<file path="config.mk">
export PLATFORM = sky130hd
export DESIGN_NAME = imm_sequencer
export DESIGN_NICKNAME = d
export VERILOG_FILES = /design/src/rtl/imm_sequencer.sv
export SDC_FILE = /design/constraint.sdc
export NUM_CORES = 1
export LEC_CHECK = 0
export BUFFER_PORTS_ARGS = -buffer_cell sky130_fd_sc_hd__buf_4
export CORE_MARGIN = 2
export CORE_UTILIZATION = 53
export CTS_CLUSTER_SIZE = 16
export DETAILED_ROUTE_END_ITERATION = 16
export PLACE_DENSITY = 0.77
export REMOVE_ABC_BUFFERS = 1
export SLEW_MARGIN = 15
export SYNTH_ARGS = -nofsm -noshare
export SYNTH_HDL_FRONTEND = slang
export SYNTH_SLANG_ARGS = --single-unit
</file>
<file path="constraint.sdc">
create_clock -name clk -period 2.9 [get_ports clk]
set_clock_uncertainty 0.1 [all_clocks]
set_input_delay 0.58 -clock clk [delete_from_list [all_inputs] [get_ports clk]]
set_output_delay 0.58 -clock clk [all_outputs]
set_load 0.01 [all_outputs]
</file>
<file path="src/rtl/imm_sequencer.sv">
// imm_sequencer: multi-cycle immediate-operand controller for the write path.
// Turns 2-bit decoder immediate fields into one WIDTH-bit operand, either by
// zero/sign-extending a single field or by accumulating fields MSB-first.
// Ports:
//   clk, rst_n          clock (rising edge), asynchronous active-low reset
//   in_valid/in_ready   decoder command handshake
//   in_cmd              00=ZX, 01=SX, 10=EXT (accumulate), 11=EXT_LAST (accumulate and emit)
//   in_field            immediate field
//   abort               synchronous flush, highest priority
//   out_valid/out_ready operand handshake towards the datapath
//   out_data            completed operand
//   out_chunks          number of fields that formed out_data
//   err                 sticky protocol error (cleared by abort or reset only)
module imm_sequencer #(
   parameter int WIDTH = 8,
   parameter int FIELD = 2
) (
   input  logic             clk,
   input  logic             rst_n,
   input  logic             in_valid,
   output logic             in_ready,
   input  logic [1:0]       in_cmd,
   input  logic [FIELD-1:0] in_field,
   input  logic             abort,
   output logic             out_valid,
   input  logic             out_ready,
   output logic [WIDTH-1:0] out_data,
   output logic [3:0]       out_chunks,
   output logic             err
);
   localparam int CHUNKS = WIDTH / FIELD;
   localparam int CW = $clog2(CHUNKS + 1);
   typedef enum logic [1:0] {S_IDLE, S_ACCUM, S_OUT} state_t;
   state_t           r_state, w_next;
   logic [WIDTH-1:0] r_acc;
   logic [CW-1:0]    r_count;
   logic [WIDTH-1:0] w_shift, w_ext;
   logic [CW-1:0]    w_count_inc;
   logic             w_fire, w_single, w_sat;
   assign w_fire      = in_valid && in_ready;
   assign w_single    = !in_cmd[1];
   assign w_sat       = r_count == CW'(CHUNKS);
   // count saturates at CHUNKS; further fields push the oldest off the MSB end
   assign w_count_inc = w_sat ? r_count : r_count + 1'b1;
   assign w_shift     = {r_acc[WIDTH-FIELD-1:0], in_field};
   assign w_ext       = in_cmd[0] ? {{(WIDTH-FIELD){in_field[FIELD-1]}}, in_field}
                                  : {{(WIDTH-FIELD){1'b0}}, in_field};
   always_ff @(posedge clk or negedge rst_n) begin
      if (!rst_n) r_state <= S_IDLE;
      else        r_state <= w_next;
   end
   always_comb begin
      w_next = r_state;
      if (abort)                  w_next = S_IDLE;
      else if (r_state == S_OUT)  w_next = out_ready ? S_IDLE : S_OUT;
      else if (w_fire)            w_next = (in_cmd == 2'b10) ? S_ACCUM : S_OUT;
   end
   always_comb begin
      in_ready  = (r_state != S_OUT) && !abort;
      out_valid = r_state == S_OUT;
   end
   always_ff @(posedge clk or negedge rst_n) begin
      if (!rst_n) begin
         r_acc      <= '0;
         r_count    <= '0;
         out_data   <= '0;
         out_chunks <= '0;
         err        <= 1'b0;
      end else if (abort) begin
         r_acc      <= '0;
         r_count    <= '0;
         out_data   <= '0;
         out_chunks <= '0;
         err        <= 1'b0;
      end else if (w_fire) begin
         if (w_single) begin
            // a single-field command inside an accumulation drops the partial operand
            out_data   <= w_ext;
            out_chunks <= 4'd1;
            r_acc      <= '0;
            r_count    <= '0;
            if (r_state == S_ACCUM) err <= 1'b1;
         end else begin
            if (w_sat) err <= 1'b1;
            if (in_cmd[0]) begin
               out_data   <= w_shift;
               out_chunks <= 4'(w_count_inc);
               r_acc      <= '0;
               r_count    <= '0;
            end else begin
               r_acc      <= w_shift;
               r_count    <= w_count_inc;
            end
         end
      end
   end
endmodule
</file>
==> impl_results.md, run 1 <==
- Chip Height: 51.8 um
- Fin nets: 145
- Critical setup path kind: flip-flop to output port
- Primary FF master, synth: dfrtp_1
- Io pins: 24
- Met3 wire length: 128 um
- CTS clk-pin slew, worst paths: 0.14 ns
- CTS tree: built
- Synth cell types: 37
- Required @ worst endpoint: 2.22 ns
- Final period utilization: 0.769
- CTS Root Cell: clkbuf_4
- RSZ-0062 raised after global routing: false
- Sequential fraction of the synthesis area: 0.476
- Slew margin rel.: 0.632
- Post-CTS Resized: 0
- Postcts setup bufs: 0
- Max rail drop VDD: 0.371 mV
- Area Growth Syn to Fin: 16.2%
- FF+latch count, synth: 23
- Die Wd: 51.8 um
- Clock sinks: 23
- GRT Overall Usage: 0.211
- Most frequent cell after synthesis: dfrtp_1
- P_leak: 0.673 nW
- Core area: 2190 um2
- Yosys warnings: 0
- Place WS: 0.867 ns
- WL met2: 1.26 mm
- Max Slew Vio Count: 0
- First-pass GRT wire length: 4.19 mm
- Synthesized instance count: 113
- Synth area leaders: dfrtp_1, nor2b_1, mux2_2
- Clock latency on the worst-skew pair: 0.32 ns
- Final hold slack: 0.0183 ns
- Syn Area/Cell: 10.7 um2
- Starting density of the core: 0.552
- Worst Setup Start Kind: flip-flop
- Maxcap violations: 0
- Antenna viol nets, final: 0
- Ys async rst share: 1.00
- Pin count of the biggest net entering global routing: 24
- Metal-1 WL: 1.10 mm
- Post-route minimum period: 2.23 ns
- Yosys top cell area share: 0.476
- Core Rows: 17
- CP Capture Type: output port
- F_max: 0.449 GHz
- Least-Margin Pin Slew: 0.552 ns
- Remaining DRCs: 0
- Outcome: completed
- Setup TNS: 0 ns
- R2R cell count: 4
- Highest Signal Layer: met4
- Hpwl dp: 1.75 mm
- First-pass DRT Iterations: 5
- Die area: 2680 um2
- CTS Buffer Depth: 2
- Crit-path max FO: 10
- Buffers on Ports: 22
- Cell taking the most area after synthesis: dfrtp_1
- Post-synth EDFFs: 0
- Worst setup margin: 0.671 ns
- Via count: 941
- Vias per cell: 5.84
- Initial drt markers: 16
- Share of cells above drive strength 1: 0.271
- # hold bufs at CTS: 0
- Final hold vios: 0
- Routability cong.: 0.855
- Post-Syn Area: 1210 um2
- Htree depth: 1
- CTS buffer count: 3
- Grt ovf: 0
- Power per cell area: 425 nW/um2
- # diodes: 0
- Overall power: 0.000598 W
- Vias in the first global route: 894
- Initial antenna violation count: 0
- Endpoints failing setup: 0
- Worst Hold Class: input pin to asynchronous set/reset pin
- Commonest cells in the netlist: dfrtp_1, nor2b_1, a22o_1
- Post-DR wirelength/cell: 15.6 um
- Detailed-route wire length: 2.51 mm
- CP arrival: 1.55 ns
sequential cells by signal (all words and copies together), names as in the netlist:
register and count:
out_chunks 3, err 1, r_acc 6, r_state 2, r_count 3, out_data 8
worst max-delay path, cell delays in order, from the launching register on:
cell	delay, ns
dfrtp_1	0.45
nand2b_1	0.37
inv_6	0.21
nor2_1	0.06
buf_4	0.15
layout by cell type (no fill, tap or decap), drive strengths merged, types with 2 or more instances in the layout:
master / count
a211oi: 4
a21oi: 5
a22o: 7
buf: 22
clkbuf: 3
dfrtp: 23
ha: 2
inv: 6
mux2: 6
nand2: 3
nand2b: 2
nand3: 2
nand4: 4
nor2: 3
nor2b: 12
nor3: 7
o2111ai: 2
o21ai: 2
o31ai: 2
power by group:
| group | switching, W | internal (W) |
|---|---|---|
| Clock | 0.000102 | 0.0000527 |
| Combinational | 0.0000617 | 0.0000440 |
| Sequential | 0.00000714 | 0.000331 |
stage by stage:
| stage | utilization | instances | cell area, um2 |
|---|---|---|---|
| floorplan | - | 107 | 1180 |
| global placement | 0.628 | 157 | 1380 |
| detailed placement | 0.628 | 157 | 1380 |
| CTS | 0.642 | 161 | 1410 |
| global route | 0.642 | 161 | 1410 |
| finish | 0.642 | 161 | 1410 |
per-layer routing:
metal  up-vias  global-route usage
met1       458               0.295
met5         -                   0
met2        31               0.323
met3         2              0.0632
li1        450                   -
met4         0              0.0482
path summary, 6_finish.rpt:
| kind | startpoint | endpoint | slack, ns |
|---|---|---|---|
| max in group asynchronous | rst_n | out_data[7]$_DFFE_PN0P_ | 2.45 |
| setup / recovery | r_state[0]$_DFFE_PN0P_ | in_ready | 0.67 |
| setup reg to reg | r_state[0]$_DFFE_PN0P_ | out_data[7]$_DFFE_PN0P_ | 0.98 |
| hold reg to reg | r_acc[4]$_DFFE_PN0P_ | r_acc[4]$_DFFE_PN0P_ | 0.43 |
| min in group clk | out_ready | r_state[1]$_DFFE_PN0P_ | 0.33 |
| hold / removal | rst_n | out_data[0]$_DFFE_PN0P_ | 0.02 |
area by class of cell:
cell class                 instances  area, um2
inverter                           7       31.3
clock inverter                     1       7.51
sequential                        23        576
clock buffer                       3       22.5
fill                             187        785
timing repair buffer              22        165
tap                               28       35.0
multi-input combinational         77        569
cells by family after synthesis:
group,synth area share
adder cells (fa/ha/maj),0.0207
AO/OA/AOI/OAI,0.187
multiplexers,0.0641
XOR/XNOR,0.00724
AND/OR/NAND/NOR,0.188
buffers and inverters,0.0538
flip-flops,0.476
other,0.00310
(Power assumes the default switching activity.)
==> run 2: changes to the inputs <==
--- a/config.mk
+++ b/config.mk
@@ -5,12 +5,13 @@
 export SDC_FILE = /design/constraint.sdc
 export NUM_CORES = 1
 export LEC_CHECK = 0
+export ABC_AREA = 1
 export BUFFER_PORTS_ARGS = -buffer_cell sky130_fd_sc_hd__buf_4
 export CORE_MARGIN = 2
-export CORE_UTILIZATION = 53
+export CORE_UTILIZATION = 47
 export CTS_CLUSTER_SIZE = 16
 export DETAILED_ROUTE_END_ITERATION = 16
-export PLACE_DENSITY = 0.77
+export PLACE_DENSITY = 0.73
 export REMOVE_ABC_BUFFERS = 1
 export SLEW_MARGIN = 15
 export SYNTH_ARGS = -nofsm -noshare
==> constraint.sdc (replaced) <==
create_clock -name clk -period 1.8 [get_ports clk]
set_clock_uncertainty 0.1 [all_clocks]
set_input_delay 0.36 -clock clk [delete_from_list [all_inputs] [get_ports clk]]
set_output_delay 0.36 -clock clk [all_outputs]
set_load 0.01 [all_outputs]
==> impl_results.md, run 2 <==
- Htree depth: 1
- Detailed-route wire length: 2.41 mm
- Post-route minimum period: 1.68 ns
- Setup TNS: 0 ns
- P_leak: 0.777 nW
- Core Rows: 17
- Die Wd: 53.3 um
- Worst Setup Start Kind: flip-flop
- Utilization after layout: 0.605
- Hpwl dp: 1.81 mm
- Final period utilization: 0.934
- Critical path's largest stage delay: 0.42 ns
- Sequential fraction of the synthesis area: 0.504
- Synth area leaders: dfrtp_1, nand2_1, o21ai_0
- Endpoints failing setup: 0
- Cell taking the most area after synthesis: dfrtp_1
- Commonest cells in the netlist: nand2_1, dfrtp_1, nor2_1
- Post-synth EDFFs: 0
- Via count: 1015
- Chip Height: 53.3 um
- Antenna viol nets, final: 0
- Buffers on Ports: 22
- Power per cell area: 748 nW/um2
- Critical setup path kind: flip-flop to output port
- Syn Area/Cell: 7.31 um2
- Post-Syn Area: 1140 um2
- Clock latency on the worst-skew pair: 0.32 ns
- Synthesized instance count: 156
- Most frequent cell after synthesis: nand2_1
- Yosys top cell area share: 0.504
- Yosys warnings: 0
- Max rail drop VDD: 0.454 mV
- CTS clk-pin slew, worst paths: 0.12 ns
- Area Growth Syn to Fin: 19.5%
- Synth Area in Simple Gates: 0.332
- Clock sinks: 23
- Routability cong.: 0.967
- Place WS: 0.252 ns
- Primary FF master, synth: dfrtp_1
- CP Capture Type: output port
- CTS buffer count: 3
- F_max: 0.595 GHz
- Io pins: 24
- Initial antenna violation count: 0
- Max Slew Vio Count: 0
- Slowest cell on the critical path: dfrtp_1
- Worst Hold Class: input pin to flip-flop
- Worst setup margin: 0.119 ns
- CTS Root Cell: clkbuf_4
- First-pass DRT Iterations: 4
- Post-DR wirelength/cell: 11.6 um
- Inst Count DP: 203
- CP arrival: 1.22 ns
- First-pass GRT wire length: 4.22 mm
- Crit-path max FO: 5
- Vias in the first global route: 975
- Most frequent cells in the layout: nand2_1, buf_4, dfrtp_1
- CTS tree: built
- Post-synthesis mux area share: 0
- # diodes: 0
- Starting density of the core: 0.506
- Share of cells above drive strength 1: 0.167
- Ys async rst share: 1.00
- Fin nets: 192
- Outcome: completed
- Synth cell types: 15
- RSZ-0062 raised after global routing: false
- GRT Overall Usage: 0.209
- Compound-Gate Fraction of Synth Area: 0.0625
- Biggest registers after layout: out_data x8, r_acc x6
- Synth Area in Adders: 0.0219
- Vias per cell: 4.88
- Grt ovf: 0
- Core area: 2250 um2
- Finished Layout Cells: 208
- CTS Buffer Depth: 2
- Most common cell after layout, fill and taps aside: nand2_1
- Critical path cell sequence: nand2_2 > inv_1 > nor2_2 > buf_4
- Largest family of logic cells by synthesized area: simple AND/OR/NAND/NOR gates
- Post-Synth XOR/XNOR Area: 0
- Pin count of the biggest net entering global routing: 24
- FF+latch count, synth: 23
- Final hold vios: 0
- Maxcap violations: 0
- Final hold slack: 0.143 ns
- Remaining DRCs: 0
- Max reg flops: 8
- Required @ worst endpoint: 1.34 ns
- Initial drt markers: 33
- Largest register by flop count: out_data
- Die area: 2840 um2
[run 2: cell type report]
class	instances	area, um2
clock buffers	4	26.3
fillers	232	891
inverters	14	52.6
multi-input cells	114	484
flip-flops and latches	23	576
well taps	28	35.0
repair buffers	25	190
[run 2: per-stage QoR]
step           area (um2)  total power (W)
2_1_floorplan        1110         0.000671
3_3_place_gp         1320         0.000774
3_5_place_dp         1320         0.000780
4_1_cts              1360          0.00103
5_1_grt              1360          0.00108
6_report             1360          0.00102
[run 2: cells by family after synthesis]
family                   Yosys count
AND/OR/NAND/NOR                   97
other                              1
adder cells (fa/ha/maj)            2
AO/OA/AOI/OAI                     14
flip-flops                        23
buffers and inverters             19
[run 2: per-layer routing]
metal,track usage,routed length (um),vias to the layer above
met2,0.340,1160,25
li1,-,-,521
met3,0.0367,108,5
met1,0.277,1100,464
met5,0,0,-
met4,0.0769,40,0
[run 2: path summary, 6_finish.rpt]
path | cells after the start | slack [ns] | endpoint | startpoint
hold reg to reg | 2 | 0.39 | out_data[4]$_DFFE_PN0P_ | out_data[4]$_DFFE_PN0P_
setup reg to reg | 5 | 0.42 | r_count[0]$_DFFE_PN0P_ | r_state[1]$_DFFE_PN0P_
hold / removal | 3 | 0.14 | r_acc[0]$_DFFE_PN0P_ | in_field[0]
max in group asynchronous | 2 | 1.03 | r_acc[4]$_DFFE_PN0P_ | rst_n
setup / recovery | 4 | 0.12 | in_ready | r_state[1]$_DFFE_PN0P_
min in group asynchronous | 2 | 0.34 | out_data[5]$_DFFE_PN0P_ | rst_n
[run 2: timing repair]
item,in CTS,in global routing
resized for setup,0,2
hold buffers,1,0
hold endpoints to repair,23,0
endpoints found under the setup margin,0,1
setup buffers,0,0
[run 2: worst max-delay path, delay by kind of cell (launching register included)]
family        cells  cell delay (ns)
flops             1             0.42
buf+inv           2             0.22
simple gates      2             0.26
[run 2: report_power, final]
| group | leakage, nW | internal, W | total [W] | switching [W] |
|---|---|---|---|---|
| Sequential | 0.310 | 0.000548 | 0.000567 | 0.0000187 |
| Clock | 0.0150 | 0.0000871 | 0.000247 | 0.000159 |
| Combinational | 0.452 | 0.0000860 | 0.000206 | 0.000120 |
| Total | 0.777 | 0.000721 | 0.00102 | 0.000299 |
==> run 3: changes to the inputs <==
--- a/config.mk
+++ b/config.mk
@@ -7,11 +7,13 @@
 export LEC_CHECK = 0
 export ABC_AREA = 1
 export BUFFER_PORTS_ARGS = -buffer_cell sky130_fd_sc_hd__buf_4
+export CELL_PAD_IN_SITES_DETAIL_PLACEMENT = 1
+export CELL_PAD_IN_SITES_GLOBAL_PLACEMENT = 2
 export CORE_MARGIN = 2
-export CORE_UTILIZATION = 47
+export CORE_UTILIZATION = 26
 export CTS_CLUSTER_SIZE = 16
 export DETAILED_ROUTE_END_ITERATION = 16
-export PLACE_DENSITY = 0.73
+export PLACE_DENSITY_LB_ADDON = 0.1
 export REMOVE_ABC_BUFFERS = 1
 export SLEW_MARGIN = 15
 export SYNTH_ARGS = -nofsm -noshare
==> constraint.sdc (replaced) <==
create_clock -name clk -period 1.8 [get_ports clk]
set_clock_uncertainty 0.1 [all_clocks]
set_input_delay 0.09 -clock clk [delete_from_list [all_inputs] [get_ports clk]]
set_output_delay 0.09 -clock clk [all_outputs]
set_load 0.01 [all_outputs]
==> impl_results.md, run 3 (synthesized netlist as in run 2, its figures left out) <==
- Required @ worst endpoint: 1.86 ns
- Worst Hold Class: input pin to flip-flop
- P_leak: 0.796 nW
- Finished Layout Cells: 234
- Grt ovf: 0
- Critical path cell sequence: nand2_1 > nand3_2 > nand2_1 > nand2_1 > nand2_1 > nand2_1
- Final period utilization: 0.826
- Most frequent cells in the layout: nand2_1, buf_4, dfrtp_1
- Io pins: 24
- Post-DR wirelength/cell: 12.5 um
- Area Growth Syn to Fin: 25.4%
- Hpwl dp: 2.27 mm
- Antenna viol nets, final: 0
- Final hold vios: 0
- Die Wd: 70.3 um
- Biggest registers after layout: out_data x8, r_acc x6
- Fillcell total: 561
- Post-route minimum period: 1.49 ns
- Pin count of the biggest net entering global routing: 24
- Worst Setup Start Kind: flip-flop
- # diodes: 0
- CP arrival: 1.55 ns
- Die area: 4940 um2
- Max rail drop VDD: 0.323 mV
- CTS clk-pin slew, worst paths: 0.08 ns
- CTS Buffer Depth: 2
- First-pass GRT wire length: 5.11 mm
- Inst Count DP: 227
- Largest register by flop count: out_data
- CTS buffer count: 3
- Fin nets: 194
- Routability cong.: 0.732
- Register area: 576 um2
- CP dominant cell by count: nand2_1
- Share of cells above drive strength 1: 0.165
- RSZ-0062 raised after global routing: false
- Initial antenna violation count: 0
- Vias in the first global route: 1102
- Area of the multi-input gates: 482 um2
- Critical setup path kind: flip-flop to flip-flop
- WP buf/inv: 0
- CTS tree: built
- CTS Root Cell: clkbuf_8
- Outcome: completed
- Core area: 4290 um2
- Remaining DRCs: 0
- Kind of cell adding the most delay to the critical path: simple AND/OR/NAND/NOR gates
- Slowest cell on the critical path: dfrtp_1
- Clock latency on the worst-skew pair: 0.26 ns
- Most common cell after layout, fill and taps aside: nand2_1
- First-pass DRT Iterations: 4
- CP Capture Type: flip-flop
- Max reg flops: 8
- Crit-path max FO: 11
- Core Rows: 24
- Setup TNS: 0 ns
- GRT Overall Usage: 0.130
- Max Slew Vio Count: 0
- Critical path's largest stage delay: 0.40 ns
- F_max: 0.673 GHz
- Vias per cell: 4.29
- Detailed-route wire length: 2.93 mm
- Buffers on Ports: 22
- Starting density of the core: 0.266
- Endpoints failing setup: 0
- Via count: 1005
- Maxcap violations: 0
- Clock sinks: 23
- Initial drt markers: 22
- Htree depth: 1
- Power per cell area: 771 nW/um2
- Chip Height: 70.3 um
[run 3: area by class of cell]
cell class / instances / share of cell area
well taps: 52 / 0.0455
multi-input cells: 114 / 0.337
flip-flops and latches: 23 / 0.402
clock inverters: 1 / 0.00350
inverters: 14 / 0.0367
repair buffers: 27 / 0.147
clock buffers: 3 / 0.0288
[run 3: timing repair]
item,4_1_cts,5_1_grt
hold endpoints to repair,25,0
endpoints found under the setup margin,0,1
gates resized for setup,0,1
hold buffers,3,0
buffers inserted,0,0
[run 3: tightest hold or removal path, stage by stage]
cell     delay [ns]
buf_4          0.10
inv_1          0.05
nand3_1        0.07
nand2_1        0.05
[run 3: final timing paths]
kind | startpoint | to | slack (ns) | cells past startpoint
hold reg to reg | r_acc[5]$_DFFE_PN0P_ | r_acc[5]$_DFFE_PN0P_ | 0.38 | 2
setup / recovery | r_state[1]$_DFFE_PN0P_ | out_chunks[1]$_DFFE_PN0P_ | 0.31 | 6
hold / removal | in_valid | r_state[1]$_DFFE_PN0P_ | 0.03 | 4
setup reg to reg | r_state[1]$_DFFE_PN0P_ | out_chunks[1]$_DFFE_PN0P_ | 0.31 | 6
max in group asynchronous | rst_n | r_state[0]$_DFFE_PN0P_ | 1.20 | 2
min in group asynchronous | rst_n | out_data[5]$_DFFE_PN0P_ | 0.16 | 2
[run 3: per-layer routing]
layer / vias up / wire [um] / global-route usage
met5: - / 0 / 0
met4: 0 / 48 / 0.0534
met3: 6 / 119 / 0.0274
met2: 24 / 1190 / 0.194
met1: 451 / 1570 / 0.183
li1: 524 / - / -
[run 3: power by group]
group / internal [W] / switching, W / total (W) / leakage (nW)
logic: 0.0000859 / 0.000123 / 0.000209 / 0.461
clock network: 0.000155 / 0.000174 / 0.000329 / 0.0255
registers: 0.000548 / 0.0000186 / 0.000566 / 0.310
total: 0.000788 / 0.000316 / 0.00110 / 0.796
[run 3: metrics by stage]
stage / hold WS, ns / power, W / utilization / setup slack (ns) / cell area, um2
after global placement: -0.0945 / 0.000779 / 0.315 / 0.294 / 1350
after floorplan: -0.306 / 0.000671 / - / 0.222 / 1110
after detailed placement: -0.0898 / 0.000785 / 0.315 / 0.194 / 1350
after global routing: 0.0534 / 0.00118 / 0.333 / 0.153 / 1430
final: 0.0290 / 0.00110 / 0.333 / 0.313 / 1430
after CTS: 0.0186 / 0.00113 / 0.333 / 0.169 / 1430
